--- src/rtl/pq_pkg.sv ---
// rtl/pq_pkg.sv - shared types, defaults and ordering helper for the register-array priority queue
//
// Contents:
//   pq_op_t  operation applied to every cell in a cycle (NOP/ENQ/DEQ/REPL)
//   PQ_*     default DEPTH/KW/VW for the top
//   better() strict ordering test; equal keys are never better, which keeps FIFO order among ties
package pq_pkg;

  typedef enum logic [1:0] {
    PQ_NOP  = 2'd0,
    PQ_ENQ  = 2'd1,
    PQ_DEQ  = 2'd2,
    PQ_REPL = 2'd3
  } pq_op_t;

  localparam int PQ_DEPTH = 16;
  localparam int PQ_KW    = 16;
  localparam int PQ_VW    = 16;

  // Keys are zero-extended to 64 bits by the caller so one function serves any KW <= 64.
  function automatic logic better(input logic [63:0] a, input logic [63:0] b,
                                  input logic min_first);
    return min_first ? (a < b) : (a > b);
  endfunction

endpackage

--- src/rtl/ra_pq_cell.sv ---
// rtl/ra_pq_cell.sv - one slot of the sorted register array
//
// Ports:
//   clk, rst                  clock, asynchronous active-high reset
//   op                        operation decoded by the top for this cycle
//   new_key/new_val           entry being inserted
//   left_*/right_*            neighbour contents (tied invalid/zero at the array ends)
//   cmp_own                   ENQ/DEQ: this cell is not worse than the new key
//                             REPL: the right neighbour is not worse than the new key
//   cmp_left                  ENQ/DEQ: left neighbour's compare bit (1 for cell 0)
//                             REPL: this cell's compare bit (1 for cell 0)
//   vld_q/key_q/val_q         registered slot contents
module ra_pq_cell
  import pq_pkg::*;
#(
  parameter int KW = PQ_KW,
  parameter int VW = PQ_VW
) (
  input  logic          clk,
  input  logic          rst,
  input  pq_op_t        op,
  input  logic [KW-1:0] new_key,
  input  logic [VW-1:0] new_val,
  input  logic          left_vld,
  input  logic [KW-1:0] left_key,
  input  logic [VW-1:0] left_val,
  input  logic          right_vld,
  input  logic [KW-1:0] right_key,
  input  logic [VW-1:0] right_val,
  input  logic          cmp_own,
  input  logic          cmp_left,
  output logic          vld_q,
  output logic [KW-1:0] key_q,
  output logic [VW-1:0] val_q
);

  logic          vld_d;
  logic [KW-1:0] key_d;
  logic [VW-1:0] val_d;

  // The compare bits form a thermometer over the valid cells, so the 1->0
  // edge between cmp_left and cmp_own marks the insertion slot.
  always_comb begin
    vld_d = vld_q;
    key_d = key_q;
    val_d = val_q;
    case (op)
      PQ_ENQ: begin
        if (!cmp_own) begin
          if (cmp_left) begin
            vld_d = 1'b1;
            key_d = new_key;
            val_d = new_val;
          end else begin
            vld_d = left_vld;
            key_d = left_key;
            val_d = left_val;
          end
        end
      end
      PQ_DEQ: begin
        vld_d = right_vld;
        key_d = right_key;
        val_d = right_val;
      end
      PQ_REPL: begin
        if (cmp_own) begin
          vld_d = right_vld;
          key_d = right_key;
          val_d = right_val;
        end else if (cmp_left) begin
          vld_d = 1'b1;
          key_d = new_key;
          val_d = new_val;
        end
      end
      default: ;
    endcase
  end

  always_ff @(posedge clk or posedge rst) begin
    if (rst) begin
      vld_q <= 1'b0;
      key_q <= '0;
      val_q <= '0;
    end else begin
      vld_q <= vld_d;
      key_q <= key_d;
      val_q <= val_d;
    end
  end

endmodule

--- src/rtl/ra_pq_p.sv ---
// rtl/ra_pq_p.sv - parametrised register-array priority queue with enqueue, dequeue and replace
//
// Ports:
//   clk, rst     clock, asynchronous active-high reset
//   enq, ki, vi  push request and entry
//   deq          pop request for the head
//   ko, vo       head entry (0 when empty)
//   empty, full  occupancy flags
//   count        number of valid entries
//   err          one-cycle pulse after a dropped request
module ra_pq_p
  import pq_pkg::*;
#(
  parameter int DEPTH     = PQ_DEPTH,
  parameter int KW        = PQ_KW,
  parameter int VW        = PQ_VW,
  parameter int MIN_FIRST = 1,
  localparam int CW       = $clog2(DEPTH + 1)
) (
  input  logic          clk,
  input  logic          rst,
  input  logic          enq,
  input  logic          deq,
  input  logic [KW-1:0] ki,
  input  logic [VW-1:0] vi,
  output logic [KW-1:0] ko,
  output logic [VW-1:0] vo,
  output logic          empty,
  output logic          full,
  output logic [CW-1:0] count,
  output logic          err
);

  localparam logic MIN_BIT = (MIN_FIRST != 0);

  pq_op_t        op;
  logic [CW-1:0] count_q, count_d;
  logic          err_q, err_d;
  logic          empty_q, full_q;

  logic [DEPTH-1:0] vld;
  logic [KW-1:0]    key [DEPTH];
  logic [VW-1:0]    val [DEPTH];
  // cmp[i]: cell i is valid and not worse than ki; cmp[DEPTH] is the empty slot past the end.
  logic [DEPTH:0]   cmp;

  assign cmp[DEPTH] = 1'b0;

  // A push with a pop while empty still goes in; only the pop is reported as dropped.
  always_comb begin
    op      = PQ_NOP;
    err_d   = 1'b0;
    count_d = count_q;
    if (enq && deq) begin
      if (empty_q) begin
        op      = PQ_ENQ;
        err_d   = 1'b1;
        count_d = count_q + CW'(1);
      end else begin
        op = PQ_REPL;
      end
    end else if (enq) begin
      if (full_q) begin
        err_d = 1'b1;
      end else begin
        op      = PQ_ENQ;
        count_d = count_q + CW'(1);
      end
    end else if (deq) begin
      if (empty_q) begin
        err_d = 1'b1;
      end else begin
        op      = PQ_DEQ;
        count_d = count_q - CW'(1);
      end
    end
  end

  for (genvar i = 0; i < DEPTH; i++) begin : g_cell
    logic          l_vld, r_vld;
    logic [KW-1:0] l_key, r_key;
    logic [VW-1:0] l_val, r_val;
    logic          c_own, c_left;

    assign cmp[i] = vld[i] & ~better(64'(ki), 64'(key[i]), MIN_BIT);

    if (i == 0) begin : g_left_end
      assign l_vld  = 1'b0;
      assign l_key  = '0;
      assign l_val  = '0;
      assign c_left = 1'b1;
    end else begin : g_left_nb
      assign l_vld  = vld[i-1];
      assign l_key  = key[i-1];
      assign l_val  = val[i-1];
      assign c_left = (op == PQ_REPL) ? cmp[i] : cmp[i-1];
    end

    if (i == DEPTH - 1) begin : g_right_end
      assign r_vld = 1'b0;
      assign r_key = '0;
      assign r_val = '0;
    end else begin : g_right_nb
      assign r_vld = vld[i+1];
      assign r_key = key[i+1];
      assign r_val = val[i+1];
    end

    // Replace shifts the window one cell right: the head leaves, so each cell
    // looks one position ahead to decide whether it takes its right neighbour.
    assign c_own = (op == PQ_REPL) ? cmp[i+1] : cmp[i];

    ra_pq_cell #(.KW(KW), .VW(VW)) u_cell (
      .clk       (clk),
      .rst       (rst),
      .op        (op),
      .new_key   (ki),
      .new_val   (vi),
      .left_vld  (l_vld),
      .left_key  (l_key),
      .left_val  (l_val),
      .right_vld (r_vld),
      .right_key (r_key),
      .right_val (r_val),
      .cmp_own   (c_own),
      .cmp_left  (c_left),
      .vld_q     (vld[i]),
      .key_q     (key[i]),
      .val_q     (val[i])
    );
  end

  always_ff @(posedge clk or posedge rst) begin
    if (rst) begin
      count_q <= '0;
      err_q   <= 1'b0;
      empty_q <= 1'b1;
      full_q  <= 1'b0;
    end else begin
      count_q <= count_d;
      err_q   <= err_d;
      empty_q <= (count_d == '0);
      full_q  <= (count_d == CW'(DEPTH));
    end
  end

  assign ko    = vld[0] ? key[0] : '0;
  assign vo    = vld[0] ? val[0] : '0;
  assign count = count_q;
  assign err   = err_q;
  assign empty = empty_q;
  assign full  = full_q;

endmodule

--- config.mk ---
export PLATFORM = sky130hd
export DESIGN_NAME = ra_pq_p
export DESIGN_NICKNAME = d
export VERILOG_FILES = /design/src/rtl/pq_pkg.sv /design/src/rtl/ra_pq_cell.sv /design/src/rtl/ra_pq_p.sv
export SDC_FILE = /design/constraint.sdc
export NUM_CORES = 2
export LEC_CHECK = 0
export ABC_AREA = 1
export BUFFER_PORTS_ARGS = -buffer_cell sky130_fd_sc_hd__buf_2
export CAP_MARGIN = 5
export CELL_PAD_IN_SITES_DETAIL_PLACEMENT = 1
export CELL_PAD_IN_SITES_GLOBAL_PLACEMENT = 2
export CORE_MARGIN = 1.5
export CORE_UTILIZATION = 35
export CTS_BUF_LIST = sky130_fd_sc_hd__clkbuf_16
export DETAILED_ROUTE_END_ITERATION = 10
export PLACE_DENSITY_LB_ADDON = 0.15
export SLEW_MARGIN = 20
export SYNTH_ARGS = -nofsm -noshare
export SYNTH_HDL_FRONTEND = slang
export SYNTH_SLANG_ARGS = --single-unit
--- constraint.sdc ---
create_clock -name clk -period 22.5 [get_ports clk]
set_input_delay 1.125 -clock clk [delete_from_list [all_inputs] [get_ports clk]]
set_output_delay 1.125 -clock clk [all_outputs]
set_load 0.05 [all_outputs]
# Word level (Yosys, flattened, before mapping)
# Index checks and enable logic that the tools add are counted.
# totals
output_inout_bits	40
in_bits	36
ff_bits	536
word_cells	425
# op_classes
magnitude_cmp	16
bitwise	32
n_addsub	2
reduce_logical	19
n_eq_ne	35
n_mux	269
# ops
cell	count
$mux 16	126
$pmux 16 s3	32
$lt 16x16->1	16
$mux 1	84
$pmux 1 s3	16
$ne 3x1->1 const B	15
$reduce_and 3->1	15
$ne 2x2->1 const B	16
$mux 5	6
$and 1x1->1	16
$not 1->1	16
$mux 2	5
$add 5x1->5 const B	1
$eq 5x5->1 const B	1
$logic_not 5->1	1
$sub 5x1->5 const B	1
$eq 2x2->1 const B	2
$reduce_bool 3->1	1
$eq 2x1->1 const B	1
$reduce_and 2->1	1
$logic_and 1x1->1	1

# Longest topological paths before layout
# depth
depth_word	9
depth_mapped	21
ltp_nobuf	18

# Hierarchy
# From an unflattened synthesis, not the netlist that was laid out.
# unflattened
cells_unflattened	10239
area_unflattened_um2	54424.7
# by_module_without_submodules
mod	seq_area_each_um2	area_per_inst_um2	cells_per_inst	n_inst
ra_pq_cell	825.8	2941.6	563	16
ra_pq_p	201.4	7359.6	1231	1

# Worst setup path after synthesis
# OpenSTA, ideal clock, no wires.
# synth_path
path_type	input to register
startpoint	input ki[15]
endpoint	register g_cell[4].u_cell.key_q[0]
arrival_ns	2.802
setup_ns	0.117
n_path_buf	2
stages	15
slack_ns	19.581
cell_sequence	ha_1 -> nand2_1 -> inv_1 -> nand3_1 -> inv_1 -> a21oi_1 -> nand2_1 -> nand3_1 -> nand2_1 -> buf_4 -> buf_2 -> o21ai_0 -> nand2_1 -> nor2_1 -> nor2_1
# synth_via
elab_chain_cells	7
elab_cells_between_ends	18
classes_between	order compare (3); eq/ne (2); mux (6); bitwise (6); reduce/logical (1)
# synth_lines
element	line_no	text
start, declared	ra_pq_p.sv:24	input logic [KW-1:0] ki,
$lt 16x16->1	pq_pkg.sv:23	return min_first ? (a < b) : (a > b);
$not 1->1	ra_pq_p.sv:85	assign cmp[i] = vld[i] & ~better(64'(ki), 64'(key[i]), MIN_BIT);
$and 1x1->1	ra_pq_p.sv:85	
$mux 1	ra_pq_p.sv:96	assign c_left = (op == PQ_REPL) ? cmp[i] : cmp[i-1];
$mux 16	ra_pq_cell.sv:50	if (cmp_left) begin
$mux 16	ra_pq_cell.sv:49	if (!cmp_own) begin
$pmux 16 s3	ra_pq_cell.sv:47	case (op)
end signal, assigned	ra_pq_cell.sv:88	key_q <= key_d;
end, declared	ra_pq_cell.sv:33	output logic [KW-1:0] key_q,
# Several ways; a longest one is shown, not always the timed one. The select of a mux whose other input is x is not followed.
# A chain may end at the register's enable or synchronous reset.

# Worst setup path in the final report
# layout_path
startpoint	input ki[0]
endpoint	register g_cell[8].u_cell.key_q[0]
# layout_via
elab_chain_cells	7
elab_cells_between_ends	19
classes_between	order compare (3); eq/ne (2); mux (7); bitwise (6); reduce/logical (1)
# layout_lines
element	line_no
$lt 16x16->1	pq_pkg.sv:23
$not 1->1	ra_pq_p.sv:85
$and 1x1->1	ra_pq_p.sv:85
$mux 1	ra_pq_p.sv:96
$mux 16	ra_pq_cell.sv:50
$mux 16	ra_pq_cell.sv:49
$pmux 16 s3	ra_pq_cell.sv:47
end signal, assigned	ra_pq_cell.sv:88
end, declared	ra_pq_cell.sv:33
# Several ways; a longest one is shown, not always the timed one. The select of a mux whose other input is x is not followed.

==> results.md <==
- Die width: about 380 µm
- Most used DFF post-synth: dfrtp_1
- Fmax: between 150 and 200 MHz
- CP Class: in2reg
- GPL Wtd Cong: about 0.85
- Vias in the first global route: around 58000
- Post-Synthesis Cells: 8632
- Pwr dens: approximately 160 nW/µm²
- FF+latch count, synth: about 540
- Setup TNS: 0 ps
- Cell area after synthesis: between 50000 and 60000 µm²
- Most common cell in the netlist: nand2_1
- Finished Core Util: 0.3799
- Final hold violations: 0
- Slew Viols, Final: 0
- Ys async rst share: 1.000
- Status: complete, no violations
- First-pass GRT wire length: 365500 µm
- RSZ-0062 raised after global routing: false
- Max_cap viols: 0
- Worst VDD drop: ~0.000076 V
- Hold Path Class: reg2reg
- Post-route ant nets: 0
- Min Tclk post-route: roughly 5300 ps
- CTS Buf Count: approximately 80
- Final Setup Violations: 0
- Avg Cell Area, Syn: about 5.8 µm²
- Post-synthesis sequential area ratio: 0.2664
- Syn_nets: around 9000
- Grt ovf: 0
- Post-CTS Setup Bufs: 0
- Pwr Total: between 0.008 and 0.009 W
- Initial Util: 0.3543
- Detailed-route via count: 57190
- Largest cells by area after synthesis: dfrtp_1 (27%), nand2_1 (20%), nand3_1 (17%), inv_1 (7.2%), nor2_1 (7.2%)
- Port Buffers: 75
- CORE AREA: between 100000 and 150000 µm²
- DRC Markers: 0
- Leakage: around 30 nW
- CTS tree: yes
- Relative slew slack: 0.2356
- Hold slack final: between 400 and 500 ps
- Routed wire length: between 200000 and 250000 µm
- Maximum clock insertion buffer count: 3
- Antenna violations before repair: 5
- Drt first-iter violations: slightly above 4000
- Post-synth EDFFs: 0
- Synthesis warning total: 0
- Layout cells sized above 1: 0.05101
- Reg2Reg Setup Slack: roughly 18000 ps
- I/O pin count: between 70 and 80
- Cell variety after synth: 39
- FP Rows: 138
- Synth area leader: dfrtp_1
- Drt pass-1 iters: 5
- Clk_lat worst skew: about 690 ps
- Worst Tran Pin Value: roughly 1100 ps
- Hpwl dp: around 160000 µm
- Root buffer cell: clkbuf_16
- Worst Clk Skew: approximately 32 ps
- Register clock-pin slew on the reported worst setup and hold paths: 50 ps
- Met1 usage: 0.4458
- Top post-synthesis cells by count: nand2_1 (2642), nand3_1 (1697), inv_1 (965), nor2_1 (962), dfrtp_1 (535)
- H-tree levels: 3
- All-layer global routing usage: 0.3162
- Vias per cell: around 5.6
- Hold Buf Count CTS: 0
- Die Ht: between 300 and 400 µm
- Nets: 8567
- Final period util: 0.2370
- Global route hottest layer: met2
- Die Area: between 100000 and 150000 µm²
- Yosys top cell area share: 0.2659
- Nature of the critical path startpoint: input port
- WL/cell: 22.84 µm
- Pin count of the biggest net entering global routing: between 100 and 150
- Post-cts resize count: 0
- Met3 GRT Util: 0.03545
- CP Capture Type: flip-flop
- Area Growth Syn to Fin: 7.235%
- Met2 GRT Util: 0.5131
- # fillers: ~19000
- Crit path max fanout: 35
- Data required, critical path: between 20000 and 25000 ps
- Crit path DAT: 5890 ps
- Sink Count: ~540
==> final timing paths <==
path | startpoint | endpoint | depth (start not counted)
max | ki[0] | g_cell[8].u_cell.key_q[0] | 18
min | g_cell[4].u_cell.val_q[10] | g_cell[4].u_cell.val_q[10] | 2
max reg2reg | empty | g_cell[14].u_cell.val_q[6] | 14
min reg2reg | g_cell[4].u_cell.val_q[10] | g_cell[4].u_cell.val_q[10] | 2
max in group asynchronous | rst | g_cell[5].u_cell.val_q[15] | 5
min in group asynchronous | rst | g_cell[14].u_cell.key_q[1] | 2
==> stage by stage <==
stage	setup WS, ps	cell area (µm²)	instances
6_report	17170	53990	10240
5_1_grt	16940	53980	10240
4_1_cts	16870	53940	10240
3_5_place_dp	16150	51430	10100
3_3_place_gp	16290	51430	10100
2_1_floorplan	6396	50340	8632
==> where the power goes <==
| part | internal, W | leakage (nW) | switching, W | total [W] |
|---|---|---|---|---|
| clock network | 0.000740 | 1.32 | 0.000542 | 0.00128 |
| logic | 0.00164 | 22.1 | 0.00411 | 0.00576 |
| registers | 0.00149 | 6.19 | 0.000321 | 0.00181 |
| total | 0.00387 | 29.6 | 0.00498 | 0.00885 |
==> cells by family after synthesis <==
logic type / share of synthesized area
AOI/OAI and AO/OA: 0.07945
xor gates and xnor gates: 0.0006960
adders and majority gates: 0.06014
buffers and inverters: 0.1332
DFF: 0.2664
and+or+nand+nor: 0.4600
==> placed cells by master (no fill, tap or decap), types with 3 or more instances in the layout <==
| cell type | count |
|---|---|
| a22oi_1 | 21 |
| nor2_2 | 4 |
| nor4_1 | 5 |
| nand4_1 | 107 |
| bufinv_16 | 8 |
| a21oi_4 | 3 |
| a21oi_1 | 384 |
| xor2_1 | 3 |
| nor3_1 | 13 |
| clkbuf_16 | 81 |
| nand2_1 | 2635 |
| dfrtp_1 | 535 |
| ha_1 | 242 |
| inv_1 | 982 |
| nand2_2 | 26 |
| inv_6 | 5 |
| o21a_1 | 11 |
| o211ai_1 | 32 |
| buf_4 | 139 |
| inv_2 | 21 |
| clkinv_1 | 30 |
| a21boi_1 | 33 |
| o21ai_0 | 192 |
| buf_12 | 5 |
| o22ai_1 | 24 |
| nand3_1 | 1683 |
| nand2_4 | 3 |
| clkinv_2 | 12 |
| nand3_2 | 30 |
| inv_8 | 3 |
| buf_2 | 75 |
| o21ai_1 | 24 |
| nor2_1 | 958 |
| a31oi_1 | 5 |
==> registers in the layout (all words and copies together), names as in the netlist <==
| name | count |
|---|---|
| empty | 1 |
| full | 1 |
| g_cell.u_cell.vld_q | 16 |
| err | 1 |
| g_cell.u_cell.val_q | 256 |
| count | 5 |
| g_cell.u_cell.key_q | 256 |
==> worst max-delay path, cell delays in order <==
cell and delay (ps):
buf_2 220, inv_2 280, buf_4 460, nand2_1 100, nand2_1 80, nand2_1 60, nand2_1 60, nand2_1 90
nand2_1 80, nand2_1 80, nand2_1 70, nand2_1 120, nand2_2 690, nand3_2 1000, nand3_2 1060, nand2_1 140
inv_1 90, nor2_1 50
==> metal layers <==
metal	routed length (µm)	up-vias
met5	0	-
met4	5588	0
met1	110800	28540
met2	105400	1564
li1	-	26780
met3	12160	307
==> area by class of cell <==
cell class                 count  area [µm²]  area share
multi-input combinational   6452       30360      0.5624
sequential                   536       13410      0.2485
inverter                    1000        3781     0.07004
tap                         1890        2365     0.04380
clock buffer                  81        2027     0.03755
timing repair buffer         220        1546     0.02865
clock inverter                63       489.2    0.009062
antenna                        1       2.502  0.00004635
Power figures use the tool's default switching activity.
